[config.mk]
export PLATFORM = sky130hd
export DESIGN_NAME = muldiv_unit_flat
export DESIGN_NICKNAME = d
export VERILOG_FILES = /design/src/rtl/muldiv_unit_if.sv /design/src/rtl/muldiv_unit.sv /design/src/flat_wrapper.sv
export SDC_FILE = /design/constraint.sdc
export NUM_CORES = 1
export LEC_CHECK = 0
export CAP_MARGIN = 20
export CORE_MARGIN = 2
export CORE_UTILIZATION = 25
export CTS_CLUSTER_DIAMETER = 150
export DETAILED_ROUTE_END_ITERATION = 8
export PLACE_DENSITY = 0.5
export REMOVE_ABC_BUFFERS = 1
export SYNTH_ARGS = -nofsm -noshare
export SYNTH_HDL_FRONTEND = slang
export SYNTH_SLANG_ARGS = --single-unit
[constraint.sdc]
create_clock -name clock -period 4.6 [get_ports clock]
set_clock_uncertainty 0.15 [all_clocks]
set_input_delay 1.15 -clock clock [delete_from_list [all_inputs] [get_ports clock]]
set_output_delay 1.15 -clock clock [all_outputs]
set_load 0.02 [all_outputs]
[src/rtl/muldiv_unit_if.sv]
// muldiv_unit_if: issue/result bundle between the EX stage and the
// iterative multiply/divide unit.
//   master (EX stage)  drives start, op, rs_val, rt_val, flush;
//                      observes busy, stall, result, hi_out, lo_out.
//   slave  (unit)      the reverse.
interface muldiv_unit_if #(
  parameter int unsigned DATA_W = 32
);
  logic              start;
  logic [2:0]        op;
  logic [DATA_W-1:0] rs_val;
  logic [DATA_W-1:0] rt_val;
  logic              flush;
  logic              busy;
  logic              stall;
  logic [DATA_W-1:0] result;
  logic [DATA_W-1:0] hi_out;
  logic [DATA_W-1:0] lo_out;

  modport master (
    output start, op, rs_val, rt_val, flush,
    input  busy, stall, result, hi_out, lo_out
  );

  modport slave (
    input  start, op, rs_val, rt_val, flush,
    output busy, stall, result, hi_out, lo_out
  );
endinterface

[src/rtl/muldiv_unit.sv]
// muldiv_unit: iterative radix-2 multiply/divide unit with the architectural
// HI/LO registers (MULT/MULTU/DIV/DIVU, MFHI/MFLO/MTHI/MTLO).
//   clock  : rising-edge clock
//   reset  : synchronous, active-low
//   bus    : muldiv_unit_if.slave
//            start/op/rs_val/rt_val/flush in;
//            busy (op in flight), stall (= busy & start),
//            result (MFHI/MFLO read data), hi_out/lo_out (HI/LO) out.
// A mul/div is accepted in IDLE, runs DATA_W iteration cycles on operand
// magnitudes, then one fix-up cycle applies signs and writes HI/LO.
module muldiv_unit #(
  parameter int unsigned DATA_W = 32,
  parameter int unsigned CNT_W  = 6
) (
  input logic          clock,
  input logic          reset,
  muldiv_unit_if.slave bus
);

  typedef enum logic [1:0] {
    ST_IDLE,
    ST_ITER,
    ST_FIX
  } state_e;

  typedef enum logic [2:0] {
    OP_MULT  = 3'd0,
    OP_MULTU = 3'd1,
    OP_DIV   = 3'd2,
    OP_DIVU  = 3'd3,
    OP_MFHI  = 3'd4,
    OP_MFLO  = 3'd5,
    OP_MTHI  = 3'd6,
    OP_MTLO  = 3'd7
  } op_e;

  localparam logic [CNT_W-1:0] LAST_STEP = CNT_W'(DATA_W - 1);

  state_e              state, state_nxt;
  logic [CNT_W-1:0]    count, count_nxt;
  logic [2*DATA_W-1:0] acc, acc_nxt;      // mul: {partial, multiplier}; div: {remainder, quotient}
  logic [DATA_W-1:0]   opnd, opnd_nxt;    // multiplicand or divisor magnitude
  logic [DATA_W-1:0]   hi, hi_nxt;
  logic [DATA_W-1:0]   lo, lo_nxt;
  logic                is_div, is_div_nxt;
  logic                neg_q, neg_q_nxt;  // negate product / quotient in FIX
  logic                neg_r, neg_r_nxt;  // negate remainder in FIX
  logic                div_zero, div_zero_nxt;

  op_e               op;
  logic              is_signed;
  logic [DATA_W-1:0] mag_rs, mag_rt;

  assign op        = op_e'(bus.op);
  assign is_signed = (op == OP_MULT) || (op == OP_DIV);
  assign mag_rs    = (is_signed && bus.rs_val[DATA_W-1]) ? -bus.rs_val : bus.rs_val;
  assign mag_rt    = (is_signed && bus.rt_val[DATA_W-1]) ? -bus.rt_val : bus.rt_val;

  // One iteration step of each algorithm.
  logic [DATA_W:0]     mul_sum;
  logic [DATA_W:0]     rem_sh;
  logic [DATA_W:0]     trial;
  logic [2*DATA_W-1:0] mul_step, div_step, prod_fix;

  assign mul_sum  = {1'b0, acc[2*DATA_W-1:DATA_W]} + (acc[0] ? {1'b0, opnd} : '0);
  assign mul_step = {mul_sum, acc[DATA_W-1:1]};
  assign rem_sh   = acc[2*DATA_W-1:DATA_W-1];
  assign trial    = rem_sh - {1'b0, opnd};
  assign div_step = trial[DATA_W] ? {rem_sh[DATA_W-1:0], acc[DATA_W-2:0], 1'b0}
                                  : {trial[DATA_W-1:0],  acc[DATA_W-2:0], 1'b1};
  assign prod_fix = neg_q ? -acc : acc;

  always_ff @(posedge clock) begin
    if (!reset) begin
      state    <= ST_IDLE;
      count    <= '0;
      acc      <= '0;
      opnd     <= '0;
      hi       <= '0;
      lo       <= '0;
      is_div   <= 1'b0;
      neg_q    <= 1'b0;
      neg_r    <= 1'b0;
      div_zero <= 1'b0;
    end else begin
      state    <= state_nxt;
      count    <= count_nxt;
      acc      <= acc_nxt;
      opnd     <= opnd_nxt;
      hi       <= hi_nxt;
      lo       <= lo_nxt;
      is_div   <= is_div_nxt;
      neg_q    <= neg_q_nxt;
      neg_r    <= neg_r_nxt;
      div_zero <= div_zero_nxt;
    end
  end

  always_comb begin
    state_nxt    = state;
    count_nxt    = count;
    acc_nxt      = acc;
    opnd_nxt     = opnd;
    hi_nxt       = hi;
    lo_nxt       = lo;
    is_div_nxt   = is_div;
    neg_q_nxt    = neg_q;
    neg_r_nxt    = neg_r;
    div_zero_nxt = div_zero;

    case (state)
      ST_IDLE: begin
        if (bus.start && !bus.flush) begin
          case (op)
            OP_MULT, OP_MULTU, OP_DIV, OP_DIVU: begin
              is_div_nxt   = bus.op[1];
              neg_q_nxt    = is_signed && (bus.rs_val[DATA_W-1] ^ bus.rt_val[DATA_W-1]);
              neg_r_nxt    = is_signed && bus.rs_val[DATA_W-1];
              div_zero_nxt = bus.op[1] && (bus.rt_val == '0);
              count_nxt    = '0;
              state_nxt    = ST_ITER;
              if (bus.op[1]) begin
                acc_nxt  = {{DATA_W{1'b0}}, mag_rs};
                opnd_nxt = mag_rt;
              end else begin
                acc_nxt  = {{DATA_W{1'b0}}, mag_rt};
                opnd_nxt = mag_rs;
              end
            end
            OP_MTHI: hi_nxt = bus.rs_val;
            OP_MTLO: lo_nxt = bus.rs_val;
            default: ;
          endcase
        end
      end

      ST_ITER: begin
        if (bus.flush) begin
          state_nxt = ST_IDLE;
        end else begin
          acc_nxt   = is_div ? div_step : mul_step;
          count_nxt = count + 1'b1;
          if (count == LAST_STEP) state_nxt = ST_FIX;
        end
      end

      ST_FIX: begin
        state_nxt = ST_IDLE;
        if (!bus.flush) begin
          if (is_div) begin
            // A zero divisor leaves quotient all ones and remainder = |rs|;
            // skipping quotient negation and keeping the remainder sign
            // reproduces the raw dividend in HI for both DIV and DIVU.
            lo_nxt = (neg_q && !div_zero) ? -acc[DATA_W-1:0] : acc[DATA_W-1:0];
            hi_nxt = neg_r ? -acc[2*DATA_W-1:DATA_W] : acc[2*DATA_W-1:DATA_W];
          end else begin
            hi_nxt = prod_fix[2*DATA_W-1:DATA_W];
            lo_nxt = prod_fix[DATA_W-1:0];
          end
        end
      end

      default: state_nxt = ST_IDLE;
    endcase
  end

  always_comb begin
    bus.busy   = (state != ST_IDLE);
    bus.stall  = bus.busy && bus.start;
    bus.result = '0;
    if (state == ST_IDLE && bus.start) begin
      if (op == OP_MFHI)      bus.result = hi;
      else if (op == OP_MFLO) bus.result = lo;
    end
  end

  assign bus.hi_out = hi;
  assign bus.lo_out = lo;

endmodule

[src/flat_wrapper.sv]
// flat-port wrapper written by rule: the top's interface ports become plain ports
module muldiv_unit_flat 
#(
  parameter int unsigned DATA_W = 32,
  parameter int unsigned CNT_W  = 6
)
  (clock, reset, bus_start, bus_op, bus_rs_val, bus_rt_val, bus_flush, bus_busy, bus_stall, bus_result, bus_hi_out, bus_lo_out);
  muldiv_unit_if #(.DATA_W(DATA_W)) bus_i ();
  input logic clock;
  input logic reset;
  input wire logic [$bits(bus_i.start)-1:0] bus_start;
  input wire logic [$bits(bus_i.op)-1:0] bus_op;
  input wire logic [$bits(bus_i.rs_val)-1:0] bus_rs_val;
  input wire logic [$bits(bus_i.rt_val)-1:0] bus_rt_val;
  input wire logic [$bits(bus_i.flush)-1:0] bus_flush;
  output wire logic [$bits(bus_i.busy)-1:0] bus_busy;
  output wire logic [$bits(bus_i.stall)-1:0] bus_stall;
  output wire logic [$bits(bus_i.result)-1:0] bus_result;
  output wire logic [$bits(bus_i.hi_out)-1:0] bus_hi_out;
  output wire logic [$bits(bus_i.lo_out)-1:0] bus_lo_out;
  assign bus_i.start = bus_start;
  assign bus_i.op = bus_op;
  assign bus_i.rs_val = bus_rs_val;
  assign bus_i.rt_val = bus_rt_val;
  assign bus_i.flush = bus_flush;
  assign bus_busy = bus_i.busy;
  assign bus_stall = bus_i.stall;
  assign bus_result = bus_i.result;
  assign bus_hi_out = bus_i.hi_out;
  assign bus_lo_out = bus_i.lo_out;
  muldiv_unit #(.DATA_W(DATA_W), .CNT_W(CNT_W)) u_core (.clock(clock), .reset(reset), .bus(bus_i));
endmodule
==> key figures, run 1 <==
Global route
  – First-pass GRT wire length: 95.8 mm
  – Initial antenna violation count: 3
  – Vias in the first global route: 15600
  – Pin count of the biggest net entering global routing: 77
  – GRT Resource Usage Total: 19.7%
  – Total gr overflow: 0

Setup path
  – Crit start category: input pin
  – WS Path Type: input pin to output pin
  – Crit path DAT: 3190 ps
  – CP delay by family, top: buffers and inverters
  – Endpoint class of the critical path: output pin
  – Worst endpoint required time: 3300 ps
  – CP Buf/Inv Count: 3
  – Slowest stage delay, CP: 610 ps
  – Slowest CP cell: clkdlybuf4s50_1
  – Critical path peak fanout: 28
  – CP Cell Sequence: clkdlybuf4s50_1 > and3_1 > buf_12 > a22oi_1 > nor2_1 > clkdlybuf4s50_1
  – Most frequent CP cell: clkdlybuf4s50_1

Synthesis
  – Compound-Gate Fraction of Synth Area: 29.7%
  – Adder-cell area share of the yosys netlist: 6.01%
  – Sequential fraction of the synthesis area: 22.9%
  – Ys Warns: 0
  – Synth area leaders: dfxtp_1 23%, a21oi_1 7.2%, nor2_1 6.1%
  – Post-synthesis mux area share: 4.12%
  – Main combinational cell family by area after synthesis: compound AO/OA/AOI/OAI gates
  – Biggest area consumer among synthesized cells: dfxtp_1
  – XOR/XNOR share of the synthesized area: 9.86%
  – Synthesized area: 15000 um^2
  – Area share of the largest cell type after synthesis: 22.9%
  – Asr flop ratio synth: 0%
  – Simple-Gate Fraction of Synth Area: 21.9%
  – Post-synth EDFFs: 0
  – Ys flop type: dfxtp_1
  – #FFs+latches synth: 172
  – Syn avg cell area: 7.11 um^2
  – Syn Inst Count: 2111
  – Count of cell types in the netlist: 65

Die
  – CORE AREA: 59200 um^2
  – Die ar.: 62100 um^2
  – Die H: 249 um
  – Starting density of the core: 25.4%
  – Row count: 89
  – Top Ports: 169
  – Die X: 249 um

Timing
  – FMAX: 0.223 GHz
  – Part of the cycle the worst path needs: 97.7%
  – Final Slew Violations: 0
  – Unrepaired setup endpoints after global routing: no
  – Setup TNS: 0 ps
  – Final worst slack: 108 ps
  – WHS: 322 ps
  – Worst rel slew slack: 29.7%
  – Finish-stage setup viols: 0
  – Worst slew pin tran: 1050 ps
  – Fin crit period: 4490 ps
  – Final Hold Fails: 0

Route
  – Vias per cell: 5.48
  – Via Count: 16500
  – First-pass DRT Iterations: 8
  – Post-DRT Antenna Nets: 0
  – Routed len/inst: 20.9 um
  – Final WL: 62.9 mm
  – Number of remaining DRC errors: 0
  – Starting DRT DRC Count: 1666

Placement
  – Gpl congestion: 0.959
  – Number of port buffers: 168
  – Worst slack, placed: 109 ps
  – DP Wirelength: 48.8 mm

Clock network
  – Clock Path Buffers: 2
  – Clk sinks: 172
  – Num CTS Buffers: 17
  – # resized after CTS: 0
  – CTS Hold Buffers Added: 0
  – CTS root buf: clkbuf_16
  – Clock transition at path regs: 70 ps
  – Later-pin clock latency in the skew report: 460 ps
  – H-tree levels: 4
  – CTS tree: yes
  – Setup Fix Bufs, Post-CTS: 0

Power
  – Worst IR Drop VDD: 255 uV
  – Leakage: 6.95 nW
  – P per Cell Area: 218 nW/um^2

Job
  – Number of max-cap violations: 0

Final layout
  – P&R area growth vs syn: 21.7%
  – Most frequent cells in the layout: 244 x nor2_1, 215 x a21oi_1, 176 x o21ai_0
  – Share of cells above drive strength 1: 5.60%
  – Commonest non-fill, non-tap cell in the layout: nor2_1
  – Nets: 2363

Worst hold path
  – Class of the worst hold path: flop to flop

Status
  – Status: completed
-- cell type report --
class                   instances  area, um^2
diodes                          2        5.00
multi-input cells            1724       10800
well taps                     773         967
clock buffers                  20         457
fillers                      6472       41000
repair buffers                236        2230
inverters                      70         263
flip-flops and latches        172        3440
clock inverters                12        88.8
-- final timing paths --
check | endpoint | depth (start not counted) | slack [ps] | startpoint
max | bus_result[2] | 6 | 110 | bus_op[0]
min | u_core.opnd[21]$_SDFFE_PN0P_ | 2 | 320 | u_core.opnd[21]$_SDFFE_PN0P_
max reg2reg | u_core.acc[59]$_SDFFE_PN0P_ | 13 | 740 | u_core.acc[31]$_SDFFE_PN0P_
min reg2reg | u_core.opnd[21]$_SDFFE_PN0P_ | 2 | 320 | u_core.opnd[21]$_SDFFE_PN0P_
-- synthesized netlist by cell type (5+ instances only) --
cell	n
a211o_1	8
a211oi_1	19
a21boi_0	19
a21o_1	32
a21oi_1	215
a22oi_1	42
a311oi_1	6
a31oi_1	27
a32oi_1	8
and2_1	26
and3_1	17
buf_1	12
buf_2	6
clkbuf_1	127
dfxtp_1	172
ha_1	69
inv_1	70
mux2_2	6
mux2i_1	55
nand2_1	172
nand2b_1	14
nand3_1	53
nand3b_1	5
nand4_1	19
nor2_1	245
nor2b_1	44
nor3_1	57
nor4_1	17
o211a_1	8
o211ai_1	42
o21a_1	15
o21ai_0	176
o21bai_1	5
o221ai_1	17
o31ai_1	28
o41ai_1	8
or3_1	19
or4_1	12
xnor2_1	94
xor2_1	75
-- metal layers --
metal	part of all wire, %	track usage (%)	vias up	wire length [um]
met5	0.014	0	-	9
met4	2.0	4.68	2	1280
met3	6.8	2.92	66	4280
met2	46	32.4	641	28800
met1	45	27.0	7945	28600
li1	-	-	7838	-
-- tightest hold or removal path: stages (launching register included) --
cell	delay, ps
dfxtp_1	320
nand3_1	60
nand2_1	50
-- power by group --
group | total (mW) | switching (mW) | internal (mW)
clock | 1.42 | 0.700 | 0.722
combinational | 0.982 | 0.594 | 0.388
sequential | 1.58 | 0.0562 | 1.53
total | 3.99 | 1.35 | 2.64
-- state kept, by name, summed over array words and instances (netlist names) --
| name | cells |
|---|---|
| u_core.is_div | 1 |
| u_core.bus.lo_out | 32 |
| u_core.neg_q | 1 |
| u_core.acc | 64 |
| u_core.div_zero | 1 |
| u_core.count | 6 |
| u_core.opnd | 32 |
| u_core.neg_r | 1 |
| u_core.state | 2 |
| u_core.bus.hi_out | 32 |
-- cell families after synthesis --
kind of cell,Yosys count
xor+xnor,169
compound gates,714
buf+inv,215
fa+ha+maj,71
flops,172
mux,61
simple gates,709
-- metrics by stage --
stage          std cells  power [mW]  instance area [um^2]  utilization, %
2_1_floorplan       1966        2.16                 14500               -
3_3_place_gp        2975        2.57                 17700            29.9
3_5_place_dp        2975        2.58                 17700            29.9
4_1_cts             3007        4.01                 18300            30.8
5_1_grt             3007        4.16                 18300            30.8
6_report            3009        3.99                 18300            30.8
No activity file was read; power rests on OpenSTA's default activity.
==> run 2, diff against run 1 <==
- clock period: 4.6 -> 5.4 ns (I/O delays scaled with it)
==> key figures, run 2 (synthesized netlist as in run 1, its figures left out) <==
Clock network
  – Later-pin clock latency in the skew report: 460 ps (about the same)
  – H-tree levels: 4 (unchanged)
  – CTS tree: yes (unchanged)
  – Clock Path Buffers: 2 (unchanged)
  – Num CTS Buffers: 17 (unchanged)
  – Setup Fix Bufs, Post-CTS: 0 (unchanged)
  – CTS root buf: clkbuf_16 (unchanged)
  – CTS Hold Buffers Added: 0 (unchanged)
  – Clk sinks: 172 (unchanged)
  – # resized after CTS: 0 (unchanged)
  – Clock transition at path regs: 70 ps (about the same)

Setup path
  – Endpoint class of the critical path: output pin (unchanged)
  – Flop-to-flop setup slack: 1270 ps (was 740 ps)
  – FF-to-FF path depth: 13 (unchanged)
  – Crit start category: input pin (unchanged)
  – Critical path peak fanout: 28 (unchanged)
  – Worst endpoint required time: 3900 ps (was 3300 ps)
  – WS Path Type: input pin to output pin (unchanged)
  – Crit path DAT: 3590 ps (was 3190 ps)
  – FF-to-FF End: u_core.acc[34]$_SDFFE_PN0P_ (was u_core.acc[59]$_SDFFE_PN0P_)
  – FF-to-FF Start: u_core.acc[31]$_SDFFE_PN0P_ (unchanged)

Route
  – Routed len/inst: 21.1 um (was 20.9 um)
  – Via Count: 16400 (was 16500)
  – Starting DRT DRC Count: 1455 (was 1666)
  – First-pass DRT Iterations: 5 (was 8)
  – Number of remaining DRC errors: 0 (unchanged)
  – Vias per cell: 5.48 (about the same)
  – Final WL: 63.1 mm (was 62.9 mm)
  – Post-DRT Antenna Nets: 0 (unchanged)

Global route
  – Total gr overflow: 0 (unchanged)
  – Pin count of the biggest net entering global routing: 77 (unchanged)
  – Initial antenna violation count: 3 (unchanged)
  – Vias in the first global route: 15200 (was 15600)
  – GRT Resource Usage Total: 19.8% (was 19.7%)
  – First-pass GRT wire length: 95.8 mm (about the same)

Die
  – Starting density of the core: 25.4% (unchanged)
  – CORE AREA: 59200 um^2 (unchanged)
  – Row count: 89 (unchanged)
  – Die H: 249 um (unchanged)
  – Die X: 249 um (unchanged)
  – Die ar.: 62100 um^2 (unchanged)
  – Top Ports: 169 (unchanged)

Timing
  – Setup TNS: 0 ps (unchanged)
  – Final Hold Fails: 0 (unchanged)
  – Worst rel slew slack: 29.3% (was 29.7%)
  – Final worst slack: 309 ps (was 108 ps)
  – Finish-stage setup viols: 0 (unchanged)
  – Part of the cycle the worst path needs: 94.3%
  – Final Slew Violations: 0 (unchanged)
  – FMAX: 0.196 GHz
  – Fin crit period: 5090 ps
  – Unrepaired setup endpoints after global routing: no (unchanged)
  – Worst slew pin tran: 1060 ps (was 1050 ps)

Placement
  – Placed Area: 17500 um^2 (was 17700 um^2)
  – Gpl congestion: 0.937 (was 0.959)
  – Number of port buffers: 168 (unchanged)
  – Worst slack, placed: 340 ps (was 109 ps)
  – DP Wirelength: 48.8 mm (about the same)

Final layout
  – Max reg flops: 64 (unchanged)
  – Final core occ: 30.6% (was 30.8%)
  – Diode count: 0 (was 2)
  – Nets: 2341 (was 2363)
  – Finished Cell Area: 18100 um^2 (was 18300 um^2)
  – P&R area growth vs syn: 20.6% (was 21.7%)
  – Largest Register: u_core.acc (unchanged)
  – Share of cells above drive strength 1: 4.66% (was 5.60%)
  – Most frequent cells in the layout: 244 x nor2_1, 215 x a21oi_1, 176 x o21ai_0 (unchanged)
  – Commonest non-fill, non-tap cell in the layout: nor2_1 (unchanged)

Worst hold path
  – Class of the worst hold path: flop to flop (unchanged)
  – Hold Path Origin: u_core.opnd[3]$_SDFFE_PN0P_ (was u_core.opnd[21]$_SDFFE_PN0P_)
  – WHS Path Cells: 2 (unchanged)
  – Hold endpoint: u_core.opnd[3]$_SDFFE_PN0P_ (was u_core.opnd[21]$_SDFFE_PN0P_)

Power
  – Leakage: 6.84 nW (was 6.95 nW)
  – P per Cell Area: 190 nW/um^2 (was 218 nW/um^2)
  – Worst IR Drop VDD: 227 uV (was 255 uV)
  – Power Total: 3.45 mW (was 3.99 mW)

Status
  – Status: completed (unchanged)

Job
  – Number of max-cap violations: 0 (unchanged)
[run 2: worst max-delay path by stage]
stage / from / cells after the start / endpoint / slack, ps
floorplan: bus_op[1] / 3 / bus_result[0] / 220
global placement: bus_op[2] / 7 / bus_result[0] / 410
detailed placement: bus_op[2] / 7 / bus_result[1] / 340
CTS: bus_op[2] / 7 / bus_result[1] / 340
global route: bus_op[2] / 7 / bus_result[25] / 170
finish: bus_op[2] / 7 / bus_result[1] / 310
[run 2: per-layer routing]
layer  track usage (%)  up-vias  part of all wire [%]
li1                  -     7796                     -
met1              27.8     7899                    47
met2              32.2      608                    45
met3              2.17       66                   5.6
met4              4.84        0                   2.1
met5                 0        -                     0
[run 2: worst max-delay path, cell delays in order]
cell             delay, ps
clkdlybuf4s50_1        600
inv_1                  100
nor3_2                 400
buf_12                 240
a22oi_1                120
nor2_1                 100
clkdlybuf4s50_1        620
[run 2: metrics by stage]
step | hold slack, ps | cells
floorplan | 284 | 1966
global route | 349 | 2985
finish | 325 | 2985
global placement | 303 | 2953
CTS | 322 | 2985
detailed placement | 311 | 2953
[run 2: power by group]
group          switching [mW]  leakage [nW]  internal [mW]
logic                   0.508          5.18          0.319
registers              0.0455          1.39           1.30
clock network           0.610         0.271          0.665
[run 2: layout make-up]
class	instances	area, um^2
well taps	773	967
inverters	70	263
repair buffers	214	2060
flip-flops and latches	172	3440
clock buffers	20	457
multi-input cells	1724	10800
fillers	6431	41100
clock inverters	12	113
==> run 3, diff against run 2 <==
--- a/config.mk
+++ b/config.mk
@@ -8,3 +8,2 @@
 export CAP_MARGIN = 20
-export CORE_MARGIN = 2
 export CORE_UTILIZATION = 25
@@ -14,2 +13,3 @@
 export REMOVE_ABC_BUFFERS = 1
+export SETUP_SLACK_MARGIN = 0.3
 export SYNTH_ARGS = -nofsm -noshare
==> constraint.sdc (replaced) <==
create_clock -name clock -period 5.4 [get_ports clock]
set_clock_uncertainty 0.15 [all_clocks]
set_input_delay 0.81 -clock clock [delete_from_list [all_inputs] [get_ports clock]]
set_output_delay 0.81 -clock clock [all_outputs]
set_load 0.02 [all_outputs]
==> key figures, run 3 (synthesized netlist as in run 1, its figures left out) <==
Status
  – Status: complete, but fails checks (was completed)
  – Failing checks: design-rule violations

Timing
  – Unrepaired setup endpoints after global routing: no (unchanged)
  – Fin crit period: 4040 ps (was 5090 ps)
  – Part of the cycle the worst path needs: 74.7% (was 94.3%)
  – Final Hold Fails: 0 (unchanged)
  – Final Slew Violations: 0 (unchanged)
  – Worst slew pin tran: 1150 ps (was 1060 ps)
  – Finish-stage setup viols: 0 (unchanged)
  – FMAX: 0.248 GHz (was 0.196 GHz)
  – Setup TNS: 0 ps (unchanged)
  – Worst rel slew slack: 23.6% (was 29.3%)

Power
  – Register share of total power: 37.9% (was 39.0%)
  – P per Cell Area: 197 nW/um^2 (was 190 nW/um^2)
  – Worst IR Drop VDD: 211 uV (was 227 uV)
  – Combinational fraction of design power: 23.5% (was 24.0%)
  – Switching Share: 33.6% (was 33.8%)
  – Switching power: 1.19 mW (was 1.16 mW)
  – Int Pwr: 2.36 mW (was 2.28 mW)
  – Clock power frac: 38.6% (was 37.0%)
  – Leakage: 6.83 nW (was 6.84 nW)

Clock network
  – CTS Hold Buffers Added: 0 (unchanged)
  – Later-pin clock latency in the skew report: 470 ps (was 460 ps)
  – CTS root buf: clkbuf_16 (unchanged)
  – CTS tree: yes (unchanged)
  – Clk sinks: 172 (unchanged)
  – Clock transition at path regs: 80 ps (was 70 ps)
  – Clock Path Buffers: 2 (unchanged)
  – Num CTS Buffers: 17 (unchanged)
  – # resized after CTS: 0 (unchanged)
  – H-tree levels: 4 (unchanged)
  – Setup Fix Bufs, Post-CTS: 0 (unchanged)

Global route
  – Met1 usage: 27.1% (was 27.8%)
  – Initial antenna violation count: 2 (was 3)
  – M3 GR Usage: 4.18% (was 2.17%)
  – GRT Resource Usage Total: 20.0% (was 19.8%)
  – Pin count of the biggest net entering global routing: 77 (unchanged)
  – Vias in the first global route: 15100 (was 15200)
  – Total gr overflow: 0 (unchanged)
  – Busiest grt layer: met2 (unchanged)
  – Met2 usage: 31.0% (was 32.2%)
  – First-pass GRT wire length: 92.8 mm (was 95.8 mm)

Job
  – Number of max-cap violations: 0 (unchanged)

Setup path
  – Endpoint class of the critical path: output pin (unchanged)
  – Most frequent CP cell: clkdlybuf4s50_1 (unchanged)
  – Crit path DAT: 3080 ps (was 3590 ps)
  – CP Cell Sequence: clkdlybuf4s50_1 > inv_1 > nor3_2 > buf_4 > a22oi_1 > nor2_1 > clkdlybuf4s50_1 (was clkdlybuf4s50_1 > inv_1 > nor3_2 > buf_12 > a22oi_1 > nor2_1 > clkdlybuf4s50_1)
  – Worst endpoint required time: 4440 ps (was 3900 ps)
  – Crit start category: input pin (unchanged)
  – WS Path Type: input pin to output pin (unchanged)
  – Slowest stage delay, CP: 630 ps (was 620 ps)
  – Slowest CP cell: clkdlybuf4s50_1 (unchanged)
  – Critical path peak fanout: 32 (was 28)

Die
  – CORE AREA: 59200 um^2 (unchanged)
  – Die ar.: 61100 um^2 (was 62100 um^2)
  – Top Ports: 169 (unchanged)
  – Die H: 247 um (was 249 um)
  – Die X: 247 um (was 249 um)
  – Row count: 89 (unchanged)
  – Starting density of the core: 25.4% (unchanged)

Final layout
  – Max reg flops: 64 (unchanged)
  – Nets: 2332 (was 2341)
  – Share of cells above drive strength 1: 4.27% (was 4.66%)
  – P&R area growth vs syn: 20.4% (was 20.6%)
  – Most frequent cells in the layout: 244 x nor2_1, 215 x a21oi_1, 176 x o21ai_0 (unchanged)
  – Final-layout fill cell count: 6443 (was 6431)
  – Largest Register: u_core.acc (unchanged)
  – Commonest non-fill, non-tap cell in the layout: nor2_1 (unchanged)
  – Final Non-Filler Cells: 2977 (was 2985)

Placement
  – Gpl congestion: 0.966 (was 0.937)
  – Cell count after placement: 2944 (was 2953)
  – DP Wirelength: 47.8 mm (was 48.8 mm)
  – Number of port buffers: 168 (unchanged)

Route
  – Number of remaining DRC errors: 40 (was 0)
  – First-pass DRT Iterations: 8 (was 5)
  – Via Count: 16400 (about the same)
  – Vias per cell: 5.50 (was 5.48)
  – Starting DRT DRC Count: 1283 (was 1455)
  – Final WL: 62.7 mm (was 63.1 mm)
  – Post-DRT Antenna Nets: 0 (unchanged)
  – Routed len/inst: 21.1 um (about the same)

Worst hold path
  – Class of the worst hold path: flop to flop (unchanged)
## run 3: worst paths after layout
check,slack [ps],endpoint,from,cells past startpoint
max reg2reg,1470,u_core.acc[58]$_SDFFE_PN0P_,u_core.acc[31]$_SDFFE_PN0P_,13
max,1360,bus_result[7],bus_op[2],7
min,320,u_core.opnd[21]$_SDFFE_PN0P_,u_core.opnd[21]$_SDFFE_PN0P_,2
min reg2reg,320,u_core.opnd[21]$_SDFFE_PN0P_,u_core.opnd[21]$_SDFFE_PN0P_,2
## run 3: layer usage
layer / wire length (um) / share of wire [%]
met5: 0 / 0
met4: 1950 / 3.1
met3: 4690 / 7.5
met2: 27700 / 44
met1: 28300 / 45
## run 3: power by group through the flow
stage / Clock, mW / Sequential (mW) / Combinational [mW]
final: 1.37 / 1.35 / 0.834
after global routing: 1.43 / 1.35 / 0.898
after CTS: 1.39 / 1.35 / 0.821
after detailed placement: 0 / 1.38 / 0.817
after global placement: 0 / 1.38 / 0.814
after floorplan: 0 / 1.37 / 0.471
## run 3: stage by stage
stage	hold slack, ps	instance area (um^2)	power, mW	util (%)	setup WS [ps]
floorplan	284	14500	1.84	-	344
global placement	305	17500	2.19	29.5	1060
global route	333	18100	3.68	30.5	1210
CTS	314	18100	3.55	30.5	1360
finish	317	18100	3.55	30.5	1360
detailed placement	303	17500	2.19	29.5	1010
## run 3: worst max-delay path, delay by kind of cell
| kind | cells | cell delay, ps |
|---|---|---|
| AND/OR/NAND/NOR | 2 | 290 |
| AO/OA/AOI/OAI | 1 | 170 |
| buffers and inverters | 4 | 1760 |
## run 3: area by class of cell
cell class,count,area [um^2],share of cell area [%]
Multi-Input combinational cell,1724,10800,59.8
Sequential cell,172,3440,19.1
Timing Repair Buffer,205,1990,11.0
Tap cell,773,967,5.35
Clock buffer,19,443,2.45
Inverter,70,263,1.45
Clock inverter,13,164,0.907
Antenna cell,1,2.50,0.0138
